**src/rtl/lockin_measurement_sequencer.sv**
```systemverilog
// Runs one lock-in measurement: clears the datapath, streams until N_RES
// results are summed, publishes the sums, and flags a stall as an error.
module lockin_measurement_sequencer #(
    parameter int Q_IN         = 50,
    parameter int N_RES        = 4,
    parameter int LOG2_N_RES   = 2,
    parameter int CLEAR_CYCLES = 4,
    parameter int TIMEOUT      = 1048576,
    parameter int TIMEOUT_W    = 21
) (
    input  logic                         clk,
    input  logic                         reset,
    input  logic                         start,
    input  logic                         abort,
    input  logic                         li_valid,
    input  logic [Q_IN-1:0]              li_fase,
    input  logic [Q_IN-1:0]              li_cuad,
    output logic                         enable_out,
    output logic                         clear_out,
    output logic [Q_IN+LOG2_N_RES-1:0]   res_fase,
    output logic [Q_IN+LOG2_N_RES-1:0]   res_cuad,
    output logic                         res_valid,
    output logic                         busy,
    output logic                         done,
    output logic                         error
);

    localparam int ACC_W      = Q_IN + LOG2_N_RES;
    localparam int CNT_W      = LOG2_N_RES + 1;
    localparam int CLR_W      = (CLEAR_CYCLES > 1) ? $clog2(CLEAR_CYCLES) : 1;
    localparam int TMO_LAST_I = (TIMEOUT >= 2) ? TIMEOUT - 2 : 0;

    localparam logic [CNT_W-1:0]     LAST_CNT  = CNT_W'(N_RES - 1);
    localparam logic [CLR_W-1:0]     CLR_LAST  = CLR_W'(CLEAR_CYCLES - 1);
    localparam logic [TIMEOUT_W-1:0] TMO_LAST  = TIMEOUT_W'(TMO_LAST_I);
    localparam bit                   TMO_ALWAYS = (TIMEOUT <= 1);

    typedef enum logic [2:0] {
        ST_IDLE  = 3'd0,
        ST_CLEAR = 3'd1,
        ST_RUN   = 3'd2,
        ST_DONE  = 3'd3,
        ST_ERROR = 3'd4
    } state_t;

    state_t                 state_q, state_d;
    logic [ACC_W-1:0]       acc_fase_q, acc_fase_d;
    logic [ACC_W-1:0]       acc_cuad_q, acc_cuad_d;
    logic [ACC_W-1:0]       res_fase_q, res_fase_d;
    logic [ACC_W-1:0]       res_cuad_q, res_cuad_d;
    logic [CNT_W-1:0]       cnt_q, cnt_d;
    logic [CLR_W-1:0]       clr_cnt_q, clr_cnt_d;
    logic [TIMEOUT_W-1:0]   tmo_q, tmo_d;
    logic                   res_valid_q, res_valid_d;
    logic                   enable_q, enable_d;
    logic                   clear_q, clear_d;
    logic                   busy_q, busy_d;
    logic                   done_q, done_d;
    logic                   error_q, error_d;

    logic [ACC_W-1:0]       fase_ext;
    logic [ACC_W-1:0]       cuad_ext;
    logic                   tmo_expired;

    assign fase_ext = ACC_W'($signed(li_fase));
    assign cuad_ext = ACC_W'($signed(li_cuad));

    // Expiry is the idle cycle on which the gap counter would reach TIMEOUT-1.
    assign tmo_expired = TMO_ALWAYS || (tmo_q >= TMO_LAST);

    always_comb begin
        state_d     = state_q;
        acc_fase_d  = acc_fase_q;
        acc_cuad_d  = acc_cuad_q;
        res_fase_d  = res_fase_q;
        res_cuad_d  = res_cuad_q;
        cnt_d       = cnt_q;
        clr_cnt_d   = clr_cnt_q;
        tmo_d       = tmo_q;
        res_valid_d = 1'b0;

        case (state_q)
            ST_IDLE: begin
                if (!abort && start) begin
                    state_d   = ST_CLEAR;
                    clr_cnt_d = '0;
                end
            end

            ST_CLEAR: begin
                acc_fase_d = '0;
                acc_cuad_d = '0;
                cnt_d      = '0;
                tmo_d      = '0;
                if (abort) begin
                    state_d   = ST_IDLE;
                    clr_cnt_d = '0;
                end else if (clr_cnt_q == CLR_LAST) begin
                    state_d   = ST_RUN;
                    clr_cnt_d = '0;
                end else begin
                    clr_cnt_d = clr_cnt_q + CLR_W'(1);
                end
            end

            ST_RUN: begin
                if (abort) begin
                    state_d = ST_IDLE;
                end else if (li_valid) begin
                    acc_fase_d = acc_fase_q + fase_ext;
                    acc_cuad_d = acc_cuad_q + cuad_ext;
                    cnt_d      = cnt_q + CNT_W'(1);
                    tmo_d      = '0;
                    if (cnt_q == LAST_CNT) begin
                        state_d     = ST_DONE;
                        res_fase_d  = acc_fase_d;
                        res_cuad_d  = acc_cuad_d;
                        res_valid_d = 1'b1;
                    end
                end else if (tmo_expired) begin
                    state_d = ST_ERROR;
                end else begin
                    tmo_d = tmo_q + TIMEOUT_W'(1);
                end
            end

            ST_DONE, ST_ERROR: begin
                if (abort) begin
                    state_d = ST_IDLE;
                end else if (start) begin
                    state_d   = ST_CLEAR;
                    clr_cnt_d = '0;
                end
            end

            default: state_d = ST_IDLE;
        endcase

        // Flag outputs are registered copies of the state being entered.
        enable_d = (state_d == ST_RUN);
        clear_d  = (state_d == ST_CLEAR);
        busy_d   = (state_d == ST_CLEAR) || (state_d == ST_RUN);
        done_d   = (state_d == ST_DONE);
        error_d  = (state_d == ST_ERROR);
    end

    always_ff @(posedge clk) begin
        if (reset) begin
            state_q     <= ST_IDLE;
            acc_fase_q  <= '0;
            acc_cuad_q  <= '0;
            res_fase_q  <= '0;
            res_cuad_q  <= '0;
            cnt_q       <= '0;
            clr_cnt_q   <= '0;
            tmo_q       <= '0;
            res_valid_q <= 1'b0;
            enable_q    <= 1'b0;
            clear_q     <= 1'b0;
            busy_q      <= 1'b0;
            done_q      <= 1'b0;
            error_q     <= 1'b0;
        end else begin
            state_q     <= state_d;
            acc_fase_q  <= acc_fase_d;
            acc_cuad_q  <= acc_cuad_d;
            res_fase_q  <= res_fase_d;
            res_cuad_q  <= res_cuad_d;
            cnt_q       <= cnt_d;
            clr_cnt_q   <= clr_cnt_d;
            tmo_q       <= tmo_d;
            res_valid_q <= res_valid_d;
            enable_q    <= enable_d;
            clear_q     <= clear_d;
            busy_q      <= busy_d;
            done_q      <= done_d;
            error_q     <= error_d;
        end
    end

    assign enable_out = enable_q;
    assign clear_out  = clear_q;
    assign res_fase   = res_fase_q;
    assign res_cuad   = res_cuad_q;
    assign res_valid  = res_valid_q;
    assign busy       = busy_q;
    assign done       = done_q;
    assign error      = error_q;

endmodule

```
**config.mk**
```make
export PLATFORM = sky130hd
export DESIGN_NAME = lockin_measurement_sequencer
export DESIGN_NICKNAME = d
export VERILOG_FILES = /design/src/rtl/lockin_measurement_sequencer.sv
export SDC_FILE = /design/constraint.sdc
export NUM_CORES = 1
export LEC_CHECK = 0
export ABC_AREA = 1
export CAP_MARGIN = 30
export CORE_ASPECT_RATIO = 1.1
export CORE_UTILIZATION = 53
export DETAILED_ROUTE_END_ITERATION = 16
export PLACE_DENSITY = 0.87
export SYNTH_ARGS = -nofsm -noshare
export SYNTH_HDL_FRONTEND = slang
export SYNTH_SLANG_ARGS = --single-unit
```
**constraint.sdc**
```tcl
create_clock -name clk -period 2.4 [get_ports clk]
set_input_delay 0.48 -clock clk [delete_from_list [all_inputs] [get_ports clk]]
set_output_delay 0.48 -clock clk [all_outputs]
set_load 0.02 [all_outputs]
```
==> results by group <==
Yosys
  – Net count after synthesis: 3507
  – Ys flop type: dfxtp_1
  – Seq/Total Area, Yosys: 25.9%
  – Synth cell types: 39
  – Post-synth top area share: 25.9%
  – Mapped cell area: 18800 sq um
  – Mean post-synth cell area: 5.71 sq um
  – YS warnings: 0
  – Post-synth EDFFs: 0
  – Most area-hungry cell type in the Yosys netlist: dfxtp_1
  – Asr flop ratio synth: 0%
  – Synth area leaders: dfxtp_1, nand2_1, inv_1, nor2_1, ha_1
  – Seq cells post-synth: 243
  – Post-Syn Instances: 3293

Setup path
  – Crit Path Class: in -> reg
  – CP Max Fanout: 4
  – Crit path required time: 2.86 ns
  – Arr. time, crit path: 2.74 ns
  – Crit path top cell by count: nand2_1
  – Crit start category: input pin
  – Critical Path Max Stage Delay: 0.48 ns
  – Crit path capture type: flip-flop
  – Top cell family by delay on the critical path: simple AND/OR/NAND/NOR gates
  – Critical Path, Cell by Cell: clkdlybuf4s50_1 > ha_1 > buf_4 > nand2_1 > nor2_2 > o21ai_1 > nand2_1 > buf_4 > nand2_1 > nand3b_1 > or2_2 > nand2_1 > nand2_1 > o211ai_1 > inv_1
  – Slowest cell on the critical path: clkdlybuf4s50_1
  – Crit path buf inv count: 4

Detailed routing
  – Top Layer Used: met4
  – Number of routed nets with antenna violations: 0
  – Met1 wire length: 26100 microns
  – WL/cell: 15.0 microns
  – DR vias: 21315
  – # DRC: 0
  – Vias/cell: 5.07
  – Initial DRT Pass Iterations: 6
  – Routed wire length: 63000 microns
  – WL met3: 3960 microns
  – WL met2: 29700 microns
  – Initial DRC count: 1447

Timing
  – Final hold vios: 0
  – Rel. slew slack: 58.6%
  – Setup ws final: 0.116 ns
  – Crit path time final: 2.28 ns
  – Clock Skew: 0.0121 ns
  – RSZ-0062 raised after global routing: yes
  – # setup viols final: 0
  – Final worst path period share: 95.2%
  – Setup TNS: 0 ns
  – Worst-margin pin slew: 0.621 ns
  – Max Freq: 438 MHz
  – Pins Over Slew Limit: 0

Final layout
  – Fin area: 24500 sq um
  – Share of cells above drive strength 1: 10.3%
  – Area delta synth->final: 30.1%
  – Final Net Count: 3957
  – N_diodes: 0
  – Most common cell after layout, fill and taps aside: nand2_1
  – Most frequent cells in the layout: nand2_1, inv_1, nor2_1

Floorplanning
  – Effective utilization at floorplan: 53.7%
  – Area of the core: 35000 sq um
  – Core Rows: 72
  – DIE AREA: 36300 sq um
  – Die W: 182 microns
  – Die Span Y: 200 microns
  – Top Ports: 215

Placed design
  – GP Congestion: 1.04
  – Pre-CTS setup slack: -0.607 ns
  – Post-DP Area: 23400 sq um
  – HPWL after detailed placement: 49300 microns
  – Buffers added on ports: 214

Power and ir drop
  – Static leakage: 13.2 nW
  – Flop pwr share: 41.9%
  – Final Power: 9.65 mW
  – Maximum VDD drop: 0.501 mV
  – Clock power frac: 47.2%
  – Internal power: 7.26 mW
  – Power share of the combinational group: 10.9%
  – Switching Fraction: 24.8%
  – Power per Cell Area: 394 nW/um^2
  – P_sw: 2.39 mW

CTS
  – H-tree Lvls: 1
  – Clk slew on worst S/H paths: 0.06 ns
  – Clock sink count: 243
  – CTS Buf Count: 27
  – Cts hold-fix bufs: 0
  – Maximum clock path buffer count: 3
  – Root Buffer: clkbuf_16
  – Worst-Skew Late Latency: 0.57 ns
  – CTS tree: done

GRT
  – Initial antenna violation count: 0
  – Vias in the first global route: 20290
  – First-pass GRT wire length: 100000 microns
  – Pin count of the biggest net entering global routing: 113
  – Overall global routing resource usage: 34.7%
  – GRT overflow: 0

Run status
  – Outcome: finished, final reports clean

Worst hold path
  – Hold Path Class: in -> reg

Run
  – Max Cap Viol: 0
==> cells by family after synthesis <==
family | after synthesis | share of synthesized area, %
AND/OR/NAND/NOR | 1840 | 39.4
AO/OA/AOI/OAI | 343 | 9.88
buffers and inverters | 694 | 14.5
adder cells (fa/ha/maj) | 109 | 7.33
XOR/XNOR | 64 | 2.98
flip-flops | 243 | 25.9
==> registers in the layout, indices dropped and copies added, names as in the netlist <==
register	cells
state_q	3
enable_out	1
res_fase	52
error	1
res_valid	1
busy	1
tmo_q	21
acc_cuad_q	52
res_cuad	52
clear_out	1
acc_fase_q	52
done	1
cnt_q	3
clr_cnt_q	2
==> through the flow <==
stage | hold WS, ns | util, % | std cells
finish | 0.192 | 69.8 | 4206
CTS | 0.166 | 69.5 | 4202
global route | 0.183 | 69.8 | 4206
floorplan | 0.429 | - | 3293
global placement | 0.446 | 66.7 | 4154
detailed placement | 0.451 | 66.7 | 4154
==> power groups by stage <==
stage / combinational (mW) / sequential, mW / clock (mW)
2_1_floorplan: 0.503 / 4.13 / 0
5_1_grt: 1.15 / 4.04 / 4.77
3_3_place_gp: 1.02 / 4.13 / 0
4_1_cts: 1.03 / 4.04 / 4.63
3_5_place_dp: 1.02 / 4.13 / 0
6_report: 1.06 / 4.04 / 4.55
==> cells in the mapped netlist (6+ instances only) <==
| cell | count |
|---|---|
| a21boi_0 | 6 |
| a21o_1 | 22 |
| a21oi_1 | 197 |
| and2_1 | 7 |
| buf_1 | 8 |
| buf_2 | 29 |
| buf_6 | 11 |
| clkbuf_1 | 31 |
| dfxtp_1 | 243 |
| ha_1 | 107 |
| inv_1 | 609 |
| nand2_1 | 1195 |
| nand3_1 | 167 |
| nand3b_1 | 15 |
| nand4_1 | 22 |
| nor2_1 | 366 |
| nor3_1 | 34 |
| nor4_1 | 12 |
| o21ai_0 | 93 |
| o21bai_1 | 16 |
| or2_2 | 7 |
| xnor2_1 | 8 |
| xor2_1 | 56 |
==> what timing repair did <==
item	CTS	global route
endpoints found under the setup margin	1	31
pin swaps	0	7
gates resized for setup	1	33
setup buffers	0	4
==> path summary, 6_finish.rpt <==
check | from | end | slack [ns] | depth (start not counted)
worst min-delay path | reset | tmo_q[11]$_SDFFE_PP0P_ | 0.19 | 2
worst min register to register | clr_cnt_q[0]$_SDFFE_PP0P_ | clr_cnt_q[0]$_SDFFE_PP0P_ | 0.46 | 1
worst max register to register | acc_fase_q[37]$_SDFFE_PP0P_ | res_fase[41]$_SDFFE_PP0P_ | 0.16 | 11
worst max-delay path | li_cuad[2] | res_cuad[24]$_SDFFE_PP0P_ | 0.12 | 15
==> metal layers <==
layer	GRT usage, %	vias to the layer above
met5	0	-
met4	18.3	0
met2	61.5	736
met1	40.8	9441
met3	4.45	176
li1	-	10962
==> final cells by class <==
cell class | count | area [sq um]
multi-input cells | 2356 | 11300
fillers | 3103 | 10600
flip-flops and latches | 243 | 4860
repair buffers | 502 | 4470
inverters | 613 | 2300
clock buffers | 37 | 763
well taps | 444 | 556
clock inverters | 11 | 194
No activity file was read; power rests on OpenSTA's default activity.
